<file path="src/rtl/pool_writeback_pkg.sv">
// Shared types and widths for the pool writeback stage.
package pool_writeback_pkg;

   localparam int DWIDTH    = 16;
   localparam int LWIDTH    = 10;
   localparam int PSIZE     = 2;
   localparam int AWIDTH_DF = 12;
   localparam int PHW       = (PSIZE > 1) ? $clog2(PSIZE) : 1;

   typedef enum logic [1:0] {
      S_IDLE,
      S_RUN,
      S_DONE
   } pool_wb_state_t;

endpackage

</file>
<file path="src/rtl/pool_writeback_if.sv">
// Control, pixel-stream and memory-write bundle of the pool writeback stage.
interface pool_writeback_if #(
   parameter int AWIDTH = 12
);
   import pool_writeback_pkg::*;

   logic              start;
   logic [LWIDTH-1:0] w_fea_size;
   logic [LWIDTH-1:0] w_pool_size;
   logic [LWIDTH-1:0] w_out_size;
   logic [AWIDTH-1:0] w_out_base;
   logic              pix_valid;
   logic [DWIDTH-1:0] pix_in;
   logic              mem_we;
   logic [AWIDTH-1:0] mem_addr;
   logic [DWIDTH-1:0] mem_wdata;
   logic              busy;
   logic              done;

   modport master (
      output start, w_fea_size, w_pool_size, w_out_size, w_out_base,
      output pix_valid, pix_in,
      input  mem_we, mem_addr, mem_wdata, busy, done
   );

   modport slave (
      input  start, w_fea_size, w_pool_size, w_out_size, w_out_base,
      input  pix_valid, pix_in,
      output mem_we, mem_addr, mem_wdata, busy, done
   );

endinterface

</file>
<file path="src/rtl/pool_writeback_cnt.sv">
// Window-position tracker: raster col/row over N-P+1 positions plus pool phase.
module pool_wb_cnt
   import pool_writeback_pkg::*;
(
   input  logic              clk,
   input  logic              xrst,
   input  logic              clr_i,
   input  logic              adv_i,
   input  logic [LWIDTH-1:0] fea_size_i,
   input  logic [LWIDTH-1:0] pool_size_i,
   input  logic [LWIDTH-1:0] out_size_i,
   output logic              keep_o,
   output logic              last_pos_o
);

   logic [LWIDTH-1:0] col_q, row_q, span_q, lim_q;
   logic [PHW-1:0]    cph_q, rph_q, pm1_q;

   always_ff @(posedge clk or negedge xrst) begin
      if (!xrst) begin
         col_q  <= '0;
         row_q  <= '0;
         cph_q  <= '0;
         rph_q  <= '0;
         span_q <= '0;
         lim_q  <= '0;
         pm1_q  <= '0;
      end else if (clr_i) begin
         col_q  <= '0;
         row_q  <= '0;
         cph_q  <= '0;
         rph_q  <= '0;
         span_q <= fea_size_i - pool_size_i;
         lim_q  <= out_size_i * pool_size_i;
         pm1_q  <= PHW'(pool_size_i - LWIDTH'(1));
      end else if (adv_i) begin
         if (col_q == span_q) begin
            col_q <= '0;
            cph_q <= '0;
            if (row_q == span_q) begin
               row_q <= '0;
               rph_q <= '0;
            end else begin
               row_q <= row_q + LWIDTH'(1);
               rph_q <= (rph_q == pm1_q) ? '0 : rph_q + PHW'(1);
            end
         end else begin
            col_q <= col_q + LWIDTH'(1);
            cph_q <= (cph_q == pm1_q) ? '0 : cph_q + PHW'(1);
         end
      end
   end

   // Trailing partial windows (N mod P) fall outside M*P and are dropped.
   assign keep_o     = (cph_q == '0) && (rph_q == '0) && (col_q < lim_q) && (row_q < lim_q);
   assign last_pos_o = (col_q == span_q) && (row_q == span_q);

endmodule

</file>
<file path="src/rtl/pool_writeback.sv">
// Writes stride-aligned max-pool results as a dense M x M map, then pulses done.
// Optional fused ReLU on written data: define POOL_WB_RELU_EN.
module pool_writeback
   import pool_writeback_pkg::*;
#(
   parameter int AWIDTH = AWIDTH_DF
) (
   input logic            clk,
   input logic            xrst,
   pool_writeback_if.slave bus
);

   pool_wb_state_t    state_q;
   logic [LWIDTH-1:0] m_q, ocol_q, orow_q;
   logic [AWIDTH-1:0] base_q, rbase_q, addr_q;
   logic [DWIDTH-1:0] wdata_q, wdata_d;
   logic              fin_q, we_q, busy_q, done_q;
   logic              launch, adv, keep, last_pos, take, col_end, last_kept;

   assign launch    = (state_q == S_IDLE) && bus.start;
   assign adv       = (state_q == S_RUN) && bus.pix_valid;
   assign take      = adv && keep && !fin_q;
   assign col_end   = (ocol_q + LWIDTH'(1)) == m_q;
   assign last_kept = col_end && ((orow_q + LWIDTH'(1)) == m_q);

   always_comb begin
      wdata_d = bus.pix_in;
`ifdef POOL_WB_RELU_EN
      if (bus.pix_in[DWIDTH-1]) wdata_d = '0;
`endif
   end

   pool_wb_cnt u_cnt (
      .clk        (clk),
      .xrst       (xrst),
      .clr_i      (launch),
      .adv_i      (adv),
      .fea_size_i (bus.w_fea_size),
      .pool_size_i(bus.w_pool_size),
      .out_size_i (bus.w_out_size),
      .keep_o     (keep),
      .last_pos_o (last_pos)
   );

   // fin_q marks "no more writes": set by the M*M-th keep (or M=0 at start);
   // later pixels in RUN are consumed silently and RUN exits next cycle.
   always_ff @(posedge clk or negedge xrst) begin
      if (!xrst) begin
         state_q <= S_IDLE;
         m_q     <= '0;
         ocol_q  <= '0;
         orow_q  <= '0;
         base_q  <= '0;
         rbase_q <= '0;
         addr_q  <= '0;
         wdata_q <= '0;
         fin_q   <= 1'b0;
         we_q    <= 1'b0;
         busy_q  <= 1'b0;
         done_q  <= 1'b0;
      end else begin
         we_q <= 1'b0;
         case (state_q)
            S_IDLE: begin
               if (bus.start) begin
                  state_q <= S_RUN;
                  busy_q  <= 1'b1;
                  m_q     <= bus.w_out_size;
                  base_q  <= bus.w_out_base;
                  ocol_q  <= '0;
                  orow_q  <= '0;
                  rbase_q <= '0;
                  fin_q   <= (bus.w_out_size == '0);
               end
            end
            S_RUN: begin
               if (fin_q) begin
                  state_q <= S_DONE;
                  done_q  <= 1'b1;
               end
               if (take) begin
                  we_q    <= 1'b1;
                  addr_q  <= base_q + rbase_q + AWIDTH'(ocol_q);
                  wdata_q <= wdata_d;
                  if (col_end) begin
                     ocol_q  <= '0;
                     orow_q  <= orow_q + LWIDTH'(1);
                     rbase_q <= rbase_q + AWIDTH'(m_q);
                  end else begin
                     ocol_q <= ocol_q + LWIDTH'(1);
                  end
                  if (last_kept) fin_q <= 1'b1;
               end
               if (adv && last_pos) fin_q <= 1'b1;
            end
            S_DONE: begin
               state_q <= S_IDLE;
               busy_q  <= 1'b0;
               done_q  <= 1'b0;
            end
            default: state_q <= S_IDLE;
         endcase
      end
   end

   assign bus.mem_we    = we_q;
   assign bus.mem_addr  = addr_q;
   assign bus.mem_wdata = wdata_q;
   assign bus.busy      = busy_q;
   assign bus.done      = done_q;

endmodule
</file>
<file path="src/flat_wrapper.sv">
// flat-port wrapper written by rule: the top's interface ports become plain ports
module pool_writeback_flat import pool_writeback_pkg::*;
#(
   parameter int AWIDTH = AWIDTH_DF
)
  (clk, xrst, bus_start, bus_w_fea_size, bus_w_pool_size, bus_w_out_size, bus_w_out_base, bus_pix_valid, bus_pix_in, bus_mem_we, bus_mem_addr, bus_mem_wdata, bus_busy, bus_done);
  pool_writeback_if #(.AWIDTH(AWIDTH)) bus_i ();
  input logic clk;
  input logic xrst;
  input wire logic [$bits(bus_i.start)-1:0] bus_start;
  input wire logic [$bits(bus_i.w_fea_size)-1:0] bus_w_fea_size;
  input wire logic [$bits(bus_i.w_pool_size)-1:0] bus_w_pool_size;
  input wire logic [$bits(bus_i.w_out_size)-1:0] bus_w_out_size;
  input wire logic [$bits(bus_i.w_out_base)-1:0] bus_w_out_base;
  input wire logic [$bits(bus_i.pix_valid)-1:0] bus_pix_valid;
  input wire logic [$bits(bus_i.pix_in)-1:0] bus_pix_in;
  output wire logic [$bits(bus_i.mem_we)-1:0] bus_mem_we;
  output wire logic [$bits(bus_i.mem_addr)-1:0] bus_mem_addr;
  output wire logic [$bits(bus_i.mem_wdata)-1:0] bus_mem_wdata;
  output wire logic [$bits(bus_i.busy)-1:0] bus_busy;
  output wire logic [$bits(bus_i.done)-1:0] bus_done;
  assign bus_i.start = bus_start;
  assign bus_i.w_fea_size = bus_w_fea_size;
  assign bus_i.w_pool_size = bus_w_pool_size;
  assign bus_i.w_out_size = bus_w_out_size;
  assign bus_i.w_out_base = bus_w_out_base;
  assign bus_i.pix_valid = bus_pix_valid;
  assign bus_i.pix_in = bus_pix_in;
  assign bus_mem_we = bus_i.mem_we;
  assign bus_mem_addr = bus_i.mem_addr;
  assign bus_mem_wdata = bus_i.mem_wdata;
  assign bus_busy = bus_i.busy;
  assign bus_done = bus_i.done;
  pool_writeback #(.AWIDTH(AWIDTH)) u_core (.clk(clk), .xrst(xrst), .bus(bus_i));
endmodule
</file>
<file path="config.mk">
export PLATFORM = sky130hd
export DESIGN_NAME = pool_writeback_flat
export DESIGN_NICKNAME = d
export VERILOG_FILES = /design/src/rtl/pool_writeback_pkg.sv /design/src/rtl/pool_writeback_if.sv /design/src/rtl/pool_writeback_cnt.sv /design/src/rtl/pool_writeback.sv /design/src/flat_wrapper.sv
export SDC_FILE = /design/constraint.sdc
export NUM_CORES = 1
export LEC_CHECK = 0
export CORE_MARGIN = 4
export CORE_UTILIZATION = 50
export DETAILED_ROUTE_END_ITERATION = 7
export HOLD_SLACK_MARGIN = 0.05
export PLACE_DENSITY = 0.72
export SLEW_MARGIN = 20
export SYNTH_ARGS = -nofsm -noshare
export SYNTH_HDL_FRONTEND = slang
export SYNTH_SLANG_ARGS = --single-unit
</file>
<file path="constraint.sdc">
create_clock -name clk -period 3.1 [get_ports clk]
set_input_delay 0.93 -clock clk [delete_from_list [all_inputs] [get_ports clk]]
set_output_delay 0.93 -clock clk [all_outputs]
set_load 0.05 [all_outputs]
</file>
==> results.md, run 1 <==
- HPWL reported at the end of detailed placement: 18700 um
- Die Ht: 146 um
- Kind of path behind the tightest hold check: in -> async
- Biggest area consumer among synthesized cells: sky130_fd_sc_hd__dfrtp_1
- Data required time at the worst endpoint: around 3.4 ns
- Fraction of final layout cells sized beyond drive strength 1: between 15 and 20%
- Post-Place Cells: ~1400
- Total track usage: 23.3%
- Iter 0 DRT Violations: 536
- Buffers added on ports: 92
- Cell count after synthesis: around 1000
- Crit path max fanout: 6
- Multiplexer fraction of the synthesized cell area: less than 1%
- Floorplan core area: 18600 um^2
- Total Wirelength: around 25000 um
- Internal power: between 5 and 6 mW
- Final number of setup-violating endpoints: 5
- Setup TNS after final layout: -4.15 ns
- Minimum setup slack in the final design: -1.19 ns
- Fraction of post-synthesis cell area in the top cell type by area: 34.6%
- Portion of total power attributed to combinational logic: between 40% and 50%
- Total number of placement rows: 50
- Number of global-route vias before repair: between 8000 and 9000
- Final worst-path cycle share: 138%
- Count of flip-flops with a built-in enable after synthesis: 0
- Sequential share of the synthesized area: about 35%
- Number of optimization iterations in the first detailed-route pass: 5
- Ranking of synthesized cells by area: sky130_fd_sc_hd__dfrtp_1 35%, sky130_fd_sc_hd__ha_1 10%, sky130_fd_sc_hd__nand2_1 8.4%, sky130_fd_sc_hd__fa_1 7.4%, sky130_fd_sc_hd__xnor2_1 5.3%
- Critical path endpoint category: flip-flop
- Violations in the final reports: negative setup slack
- Mean area per synthesized cell: slightly above 9 um^2
- Synthesized Nets: around 1200
- RSZ-0062 raised after global routing: yes
- Top cell by count, worst path: sky130_fd_sc_hd__xnor2_1
- Buffer and inverter count on the worst path: 5
- Headroom to the max-slew limit: 63.2%
- Clock H-tree levels: 4
- Synth Area in Compound Gates: between 10% and 20%
- Startpoint type of the worst setup path: input pin
- Most common flop cell mapped by yosys: sky130_fd_sc_hd__dfrtp_1
- Run status: finished with violations
- Worst supply voltage drop on vdd: just under 0.0003 V
- Tmin final: approximately 4.3 ns
- Clock group share of total power: around 22%
- Power density over cell area: around 800 nW/um^2
- Launching point of the worst reg2reg path: u_core.base_q[1]
- Routed vias/inst: about 5.5
- Maximum single-stage delay on the critical path: 0.52 ns
- Overall via count from detail_route: 7974
- Post-synthesis sequential element count: between 100 and 150
- Crit Reg-Reg Endpoint: u_core.bus.mem_addr[9]
- Overflow after GRT: 0
- Library cell used as clock root buffer: sky130_fd_sc_hd__clkbuf_16
- Worst-path clk slew: 0.06 ns
- Synth cell types: around 70
- Cell at the slowest stage of the critical path: sky130_fd_sc_hd__fa_1
- Length in cells of the worst reg-to-reg path: 11
- Largest net degree at the start of global routing: just over 80
- Floorplan die width: between 100 and 150 um
- Final cell utilization of the core: between 60 and 70%
- Netlist area before placement: about 9500 um^2
- Count of unresolved DRC violations after routing: 0
- Area of the die: 21200 um^2
- Hold slack final: about 0.32 ns
- Cell chain of the critical path: buf_12 -> nand2_4 -> fa_1 -> inv_1 -> fa_1 -> inv_1 -> fa_1 -> inv_2 -> fa_1 -> inv_2 -> fa_2 -> xor2_2 -> xnor2_1 -> xnor2_1 -> xnor2_1 -> xnor2_1 -> xnor2_1 -> o21ai_1
- Dominant combinational cell family by area after synthesis: simple AND/OR/NAND/NOR gates
- NetSw: 4.07 mW
- Hold violation count in the final report: 0
- Worst reg2reg setup slack: ~0.17 ns
- Synth warnings: 0
- Commonest cells post-synth: 213 x sky130_fd_sc_hd__nand2_1, 131 x sky130_fd_sc_hd__dfrtp_1, 76 x sky130_fd_sc_hd__ha_1
- Number of top-level pins: 93
- Place WS: -2.23 ns
- Highest achievable clock rate: between 200 and 250 MHz
- Count of maximum capacitance violations: 0
- TritonCTS clock tree: yes
- Area share of and/or/nand/nor cells after synthesis: between 10% and 20%
- Sinks on the clock net: ~130
- Layout overhead on the synthesized area: 28.8%
- First-pass GRT wire length: 40300 um
- Avg WL per Cell: 17.1 um
- Tightest Pin Transition: between 0.5 and 0.6 ns
- Cell class contributing the biggest share of worst-path delay: adder cells
- Share of synthesized flip-flops with an asynchronous set or reset: 100%
- Static leakage: a little under 6 nW
- Initial standard-cell utilization of the core: a little over 50%
- Post-Layout Cell Count: between 1000 and 1500
- Number of antenna violations at the first check in global routing: 1
- Number of buffers on the longest clock path: 2
- Arithmetic-cell share of the synthesized area counting full adders, half adders and majority gates: between 15 and 20%
- Clock Skews: 0.00910 ns
- GPL Wtd Cong: between 0.9 and 1
- Register share of total power: 28.1%
- Critical Path AT: between 4 and 5 ns
- Number of pins exceeding their max-slew limit in the final report: 0
- Xor-xnor portion of the synthesized cell area: 9.98%
- Power consumption: 9.84 mW
- Residual antenna-violating net count after detailed routing: 0
- Post-layout nets: about 1400
- Most common cell in the synthesized netlist: sky130_fd_sc_hd__nand2_1
- Net switching fraction of the power: between 40% and 50%
- Finished layout cell area: between 10000 and 15000 um^2
- Later-pin clock latency in the skew report: around 0.42 ns
- Placed cell area: around 11000 um^2
- Type of the worst setup path: in -> reg
- Total clock buffers created by CTS: 17
- Hold-fix buffers at CTS: 0
- N_diodes: 0
power groups by stage:
stage | clock network [mW] | logic (mW) | registers (mW)
after CTS | 2.21 | 4.78 | 2.75
after detailed placement | 0 | 4.67 | 2.78
after global routing | 2.30 | 5.41 | 2.82
after global placement | 0 | 4.54 | 2.76
after floorplan | 0 | 2.70 | 3.20
final | 2.17 | 4.90 | 2.76
worst max-delay path by stage:
| stage | cells after the start | to | slack (ns) | start |
|---|---|---|---|---|
| final | 18 | u_core.u_cnt.lim_q[9] | -1.19 | bus_w_out_size[5] |
| after global placement | 15 | u_core.u_cnt.lim_q[9] | -2.13 | bus_w_pool_size[3] |
| after CTS | 19 | u_core.u_cnt.lim_q[9] | -1.25 | bus_w_pool_size[6] |
| after floorplan | 18 | u_core.u_cnt.lim_q[9] | -1.51 | bus_w_pool_size[3] |
| after detailed placement | 18 | u_core.u_cnt.lim_q[9] | -2.23 | bus_w_pool_size[2] |
| after global routing | 18 | u_core.u_cnt.lim_q[9] | -1.35 | bus_w_pool_size[2] |
logic make-up (layout without fill, tap and decap cells):
| group | count (synthesis) | in the layout |
|---|---|---|
| AO/OA/AOI/OAI | 199 | 199 |
| flip-flops | 131 | 131 |
| multiplexers | 3 | 3 |
| XOR/XNOR | 108 | 108 |
| AND/OR/NAND/NOR | 386 | 386 |
| adder cells (fa/ha/maj) | 111 | 111 |
| buffers and inverters | 105 | 275 |
what timing repair did:
| action | in CTS | in global routing |
|---|---|---|
| setup buffers | 4 | 3 |
| pin swaps | 28 | 39 |
| resized for setup | 81 | 67 |
| endpoints found under the setup margin | 7 | 11 |
routing by layer:
| layer | up-vias | track usage, % | share of wire [%] |
|---|---|---|---|
| met5 | - | 0 | 0.040 |
| met4 | 2 | 7.79 | 2.6 |
| met3 | 48 | 4.73 | 5.3 |
| met2 | 238 | 39.0 | 48 |
| met1 | 3808 | 30.5 | 44 |
| li1 | 3878 | - | - |
worst register-to-register path, cell delays in order, from the launching register on:
cell and delay [ns]:
sky130_fd_sc_hd__dfrtp_1 0.41, sky130_fd_sc_hd__fa_1 0.57, sky130_fd_sc_hd__ha_1 0.17, sky130_fd_sc_hd__inv_1 0.06, sky130_fd_sc_hd__fa_2 0.35, sky130_fd_sc_hd__nor2b_1 0.16, sky130_fd_sc_hd__o21ai_1 0.08, sky130_fd_sc_hd__nand2b_1 0.09
sky130_fd_sc_hd__a311oi_1 0.13, sky130_fd_sc_hd__or3_1 0.40, sky130_fd_sc_hd__xnor2_1 0.13, sky130_fd_sc_hd__mux2_2 0.26
layout make-up:
type | count | area (um^2)
clock buffer | 19 | 433
inverter | 66 | 248
fill | 1553 | 6440
multi-input combinational | 807 | 6080
timing repair buffer | 177 | 1660
clock inverter | 13 | 209
sequential | 131 | 3280
tap | 234 | 293
cell usage in the layout, fill, tap and decap left out, types with 4 or more instances in the layout:
master / count
sky130_fd_sc_hd__or4_1: 4
sky130_fd_sc_hd__nor3_1: 13
sky130_fd_sc_hd__ha_1: 60
sky130_fd_sc_hd__nand2_1: 202
sky130_fd_sc_hd__inv_1: 56
sky130_fd_sc_hd__and2_1: 19
sky130_fd_sc_hd__o21ai_1: 8
sky130_fd_sc_hd__and2_4: 5
sky130_fd_sc_hd__and3_1: 13
sky130_fd_sc_hd__nand4_1: 17
sky130_fd_sc_hd__bufinv_16: 5
sky130_fd_sc_hd__nand2b_1: 10
sky130_fd_sc_hd__fa_1: 28
sky130_fd_sc_hd__o21a_1: 10
sky130_fd_sc_hd__nor2_1: 36
sky130_fd_sc_hd__a21o_1: 14
sky130_fd_sc_hd__a31oi_1: 5
sky130_fd_sc_hd__buf_12: 8
sky130_fd_sc_hd__nand2_2: 8
sky130_fd_sc_hd__clkbuf_16: 17
sky130_fd_sc_hd__buf_6: 10
sky130_fd_sc_hd__nor4_1: 6
sky130_fd_sc_hd__clkdlybuf4s50_1: 75
sky130_fd_sc_hd__dfrtp_1: 131
sky130_fd_sc_hd__o21ai_0: 54
sky130_fd_sc_hd__o31ai_1: 6
sky130_fd_sc_hd__a21oi_1: 34
sky130_fd_sc_hd__nor2b_1: 7
sky130_fd_sc_hd__xnor2_1: 56
sky130_fd_sc_hd__fa_2: 7
sky130_fd_sc_hd__ha_4: 15
sky130_fd_sc_hd__or3_1: 10
sky130_fd_sc_hd__a211oi_1: 5
sky130_fd_sc_hd__a22o_1: 24
sky130_fd_sc_hd__xor2_1: 50
sky130_fd_sc_hd__inv_2: 10
sky130_fd_sc_hd__nand3_1: 17
sky130_fd_sc_hd__buf_4: 75
flip-flops by register name (all words and copies together) (netlist names), 12 cells and up:
name,count
u_core.bus.mem_addr,12
u_core.bus.mem_wdata,16
u_core.rbase_q,12
u_core.base_q,12
Note: power is estimated with default switching activity, not from simulation.
==> run 2: changes to the inputs <==
--- a/config.mk
+++ b/config.mk
@@ -9,7 +9,7 @@
 export CORE_UTILIZATION = 50
 export DETAILED_ROUTE_END_ITERATION = 7
 export HOLD_SLACK_MARGIN = 0.05
-export PLACE_DENSITY = 0.72
+export PLACE_DENSITY = 0.75
 export SLEW_MARGIN = 20
 export SYNTH_ARGS = -nofsm -noshare
 export SYNTH_HDL_FRONTEND = slang
==> constraint.sdc (replaced) <==
create_clock -name clk -period 3.9 [get_ports clk]
set_input_delay 1.17 -clock clk [delete_from_list [all_inputs] [get_ports clk]]
set_output_delay 1.17 -clock clk [all_outputs]
set_load 0.05 [all_outputs]
==> run 2 against run 1 <==
  * The flow still finishes with violations (negative setup slack)
  * Setup slack improved by 0.54 ns
  * Total power fell by 23%
  * Die area did not move
  * Via count fell by 0.54%
  * First-iteration DRC count fell by 19%
  * Sequential share of layout area rose by 0.80 points
  * Largest cell class unchanged
  * Largest power group unchanged
==> results.md, run 2 (synthesis gave the netlist of run 1 again) <==
- Hold-fix buffers at CTS: 0 (unchanged)
- Cell at the slowest stage of the critical path: sky130_fd_sc_hd__fa_1 (unchanged)
- N_diodes: 0 (unchanged)
- Die Ht: 146 um (unchanged)
- Max FFs per register: 16 (unchanged)
- Cell class contributing the biggest share of worst-path delay: adder cells (unchanged)
- Clock H-tree levels: 4 (unchanged)
- HPWL reported at the end of detailed placement: 18000 um (was 18700 um)
- Footprint of the multi-input gates: 5980 um^2 (was 6080 um^2)
- Critical path endpoint category: flip-flop (unchanged)
- Total number of placement rows: 50 (unchanged)
- Tightest Pin Transition: 0.574 ns (was 0.550 ns)
- Later-pin clock latency in the skew report: 0.42 ns (about the same)
- Top cell by count, worst path: sky130_fd_sc_hd__xnor2_1 (unchanged)
- Cell chain of the critical path: clkdlybuf4s15_2 -> buf_4 -> nand2_4 -> fa_2 -> inv_1 -> fa_1 -> inv_1 -> fa_1 -> inv_1 -> fa_1 -> inv_1 -> fa_2 -> xor2_1 -> xnor2_1 -> xnor2_1 -> xnor2_1 -> xnor2_1 -> xnor2_1 -> o21ai_1 (was buf_12 -> nand2_4 -> fa_1 -> inv_1 -> fa_1 -> inv_1 -> fa_1 -> inv_2 -> fa_1 -> inv_2 -> fa_2 -> xor2_2 -> xnor2_1 -> xnor2_1 -> xnor2_1 -> xnor2_1 -> xnor2_1 -> o21ai_1)
- Violations in the final reports: negative setup slack (unchanged)
- Iter 0 DRT Violations: 432 (was 536)
- Run status: finished with violations (unchanged)
- Number of buffers on the longest clock path: 2 (unchanged)
- Startpoint type of the worst setup path: input pin (unchanged)
- Worst-path clk slew: 0.05 ns (was 0.06 ns)
- Number of antenna violations at the first check in global routing: 1 (unchanged)
- Residual antenna-violating net count after detailed routing: 0 (unchanged)
- Number of global-route vias before repair: 8115 (was 8022)
- Worst reg2reg setup slack: 0.74 ns (was 0.17 ns)
- Fraction of final layout cells sized beyond drive strength 1: 13.4% (was 16.7%)
- Static leakage: 5.73 nW (was 5.89 nW)
- Place WS: -1.67 ns (was -2.23 ns)
- Clock Skews: 0.00649 ns (was 0.00910 ns)
- Commonest non-fill, non-tap cells in the layout: 204 x sky130_fd_sc_hd__nand2_1, 131 x sky130_fd_sc_hd__dfrtp_1, 75 x sky130_fd_sc_hd__clkdlybuf4s50_1, 66 x sky130_fd_sc_hd__ha_1, 60 x sky130_fd_sc_hd__inv_1 (was 202 x sky130_fd_sc_hd__nand2_1, 131 x sky130_fd_sc_hd__dfrtp_1, 75 x sky130_fd_sc_hd__clkdlybuf4s50_1, 75 x sky130_fd_sc_hd__buf_4, 60 x sky130_fd_sc_hd__ha_1)
- Final cell utilization of the core: 63.6% (was 65.4%)
- Buffer and inverter count on the worst path: 6 (was 5)
- Crit path max fanout: 4 (was 6)
- Total clock buffers created by CTS: 17 (unchanged)
- Buffers added on ports: 92 (unchanged)
- Hold violation count in the final report: 0 (unchanged)
- Filler Cells Inserted: 1535 (was 1553)
- Kind of path behind the tightest hold check: reg -> reg (was in -> async)
- Most common library cell in the layout ignoring fill and taps: sky130_fd_sc_hd__nand2_1 (unchanged)
- Setup TNS after final layout: -1.58 ns (was -4.15 ns)
- Area of the die: 21200 um^2 (unchanged)
- Sequential Area: 3280 um^2 (unchanged)
- Number of top-level pins: 93 (unchanged)
- Critical Path AT: 4.84 ns (was 4.59 ns)
- Library cell used as clock root buffer: sky130_fd_sc_hd__clkbuf_16 (unchanged)
- Tmin final: ~4.5 ns
- Post-layout nets: 1350 (was 1373)
- Power density over cell area: 640 nW/um^2 (was 806 nW/um^2)
- TritonCTS clock tree: yes (unchanged)
- RSZ-0062 raised after global routing: yes (unchanged)
- Initial standard-cell utilization of the core: 50.8% (unchanged)
- Final worst-path cycle share: 117%
- Floorplan core area: 18600 um^2 (unchanged)
- First-pass GRT wire length: 39900 um (was 40300 um)
- Worst supply voltage drop on vdd: 0.000291 V (was 0.000288 V)
- Overflow after GRT: 0 (unchanged)
- Number of pins exceeding their max-slew limit in the final report: 0 (unchanged)
- Minimum setup slack in the final design: -0.646 ns (was -1.19 ns)
- Highest achievable clock rate: 220 MHz
- Count of unresolved DRC violations after routing: 0 (unchanged)
- Count of maximum capacitance violations: 0 (unchanged)
- Routed vias/inst: 5.57 (was 5.51)
- Number of optimization iterations in the first detailed-route pass: 5 (unchanged)
- Final number of setup-violating endpoints: 4 (was 5)
- Overall via count from detail_route: 7931 (was 7974)
- Headroom to the max-slew limit: 61.2% (was 63.2%)
- Data required time at the worst endpoint: 4.19 ns (was 3.40 ns)
- Total track usage: 22.9% (was 23.3%)
- Total Wirelength: 23700 um (was 24700 um)
- Avg WL per Cell: 16.6 um (was 17.1 um)
- GPL Wtd Cong: 0.923 (was 0.926)
- Layout overhead on the synthesized area: 25.0% (was 28.8%)
- Type of the worst setup path: in -> reg (unchanged)
- Floorplan die width: 146 um (unchanged)
- Maximum single-stage delay on the critical path: 0.52 ns (about the same)
- Largest net degree at the start of global routing: 95 (was 81)
- Sinks on the clock net: 131 (unchanged)
## run 2: cell count changes in the layout (fill, tap and decap cells not counted), moves of 4 or more
cell,previous run,this run
sky130_fd_sc_hd__buf_12,8,2
sky130_fd_sc_hd__ha_1,60,66
sky130_fd_sc_hd__inv_2,10,6
sky130_fd_sc_hd__o21ai_1,8,4
sky130_fd_sc_hd__ha_4,15,9
sky130_fd_sc_hd__buf_4,75,55
sky130_fd_sc_hd__o21ai_0,54,58
sky130_fd_sc_hd__inv_1,56,60
## run 2: worst paths after layout
| kind | from | to | cells past startpoint |
|---|---|---|---|
| worst max-delay path | bus_w_pool_size[5] | u_core.u_cnt.lim_q[9] | 19 |
| worst min-delay path | u_core.bus.mem_wdata[7] | u_core.bus.mem_wdata[7] | 2 |
| worst max register to register | u_core.rbase_q[1] | u_core.bus.mem_addr[11] | 11 |
| worst min register to register | u_core.bus.mem_wdata[7] | u_core.bus.mem_wdata[7] | 2 |
| max in group asynchronous | xrst | u_core.u_cnt.rph_q | 2 |
| min in group asynchronous | xrst | u_core.base_q[5] | 1 |
## run 2: area by class of cell
class / count / share of cell area [%]
sequential: 131 / 27.7
clock buffer: 22 / 3.92
multi-input combinational: 807 / 50.5
tap: 234 / 2.47
timing repair buffer: 154 / 12.1
inverter: 66 / 2.09
clock inverter: 10 / 1.31
## run 2: metrics by stage
stage / std cells / power [mW] / hold WS (ns) / instance area, um^2
4_1_cts: 1424 / 7.59 / 0.468 / 11800
5_1_grt: 1424 / 8.12 / 0.492 / 11800
3_3_place_gp: 1386 / 5.71 / 0.448 / 11000
6_report: 1424 / 7.58 / 0.465 / 11800
3_5_place_dp: 1386 / 5.82 / 0.456 / 11000
2_1_floorplan: 1043 / 4.68 / 0.450 / 9610
## run 2: timing repair
item | in CTS | in global routing
setup buffers | 6 | 0
gates resized for setup | 108 | 10
setup endpoints to repair | 6 | 5
pin swaps | 31 | 14
## run 2: where the power goes
part / total, mW / internal (mW) / switching (mW) / leakage (nW)
Clock: 1.68 / 1.10 / 0.578 / 0.300
Sequential: 2.19 / 1.76 / 0.424 / 1.71
Combinational: 3.72 / 1.57 / 2.15 / 3.73
## run 2: layer usage
metal | vias up | track usage (%) | wire length [um]
met5 | - | 0 | 9
met4 | 2 | 7.55 | 619
met3 | 54 | 5.05 | 1280
met2 | 223 | 37.5 | 11200
met1 | 3827 | 30.4 | 10600
li1 | 3825 | - | -
## run 2: worst register-to-register path, cell delays in order, from the launching register on
cell and delay, ns:
sky130_fd_sc_hd__dfrtp_1 0.48, sky130_fd_sc_hd__fa_1 0.58, sky130_fd_sc_hd__ha_1 0.16, sky130_fd_sc_hd__inv_1 0.05, sky130_fd_sc_hd__fa_1 0.40, sky130_fd_sc_hd__nor2b_1 0.12
sky130_fd_sc_hd__o21ai_0 0.08, sky130_fd_sc_hd__nand2b_1 0.15, sky130_fd_sc_hd__a311oi_1 0.13, sky130_fd_sc_hd__o41ai_1 0.61, sky130_fd_sc_hd__xnor2_1 0.14, sky130_fd_sc_hd__o21ai_0 0.18
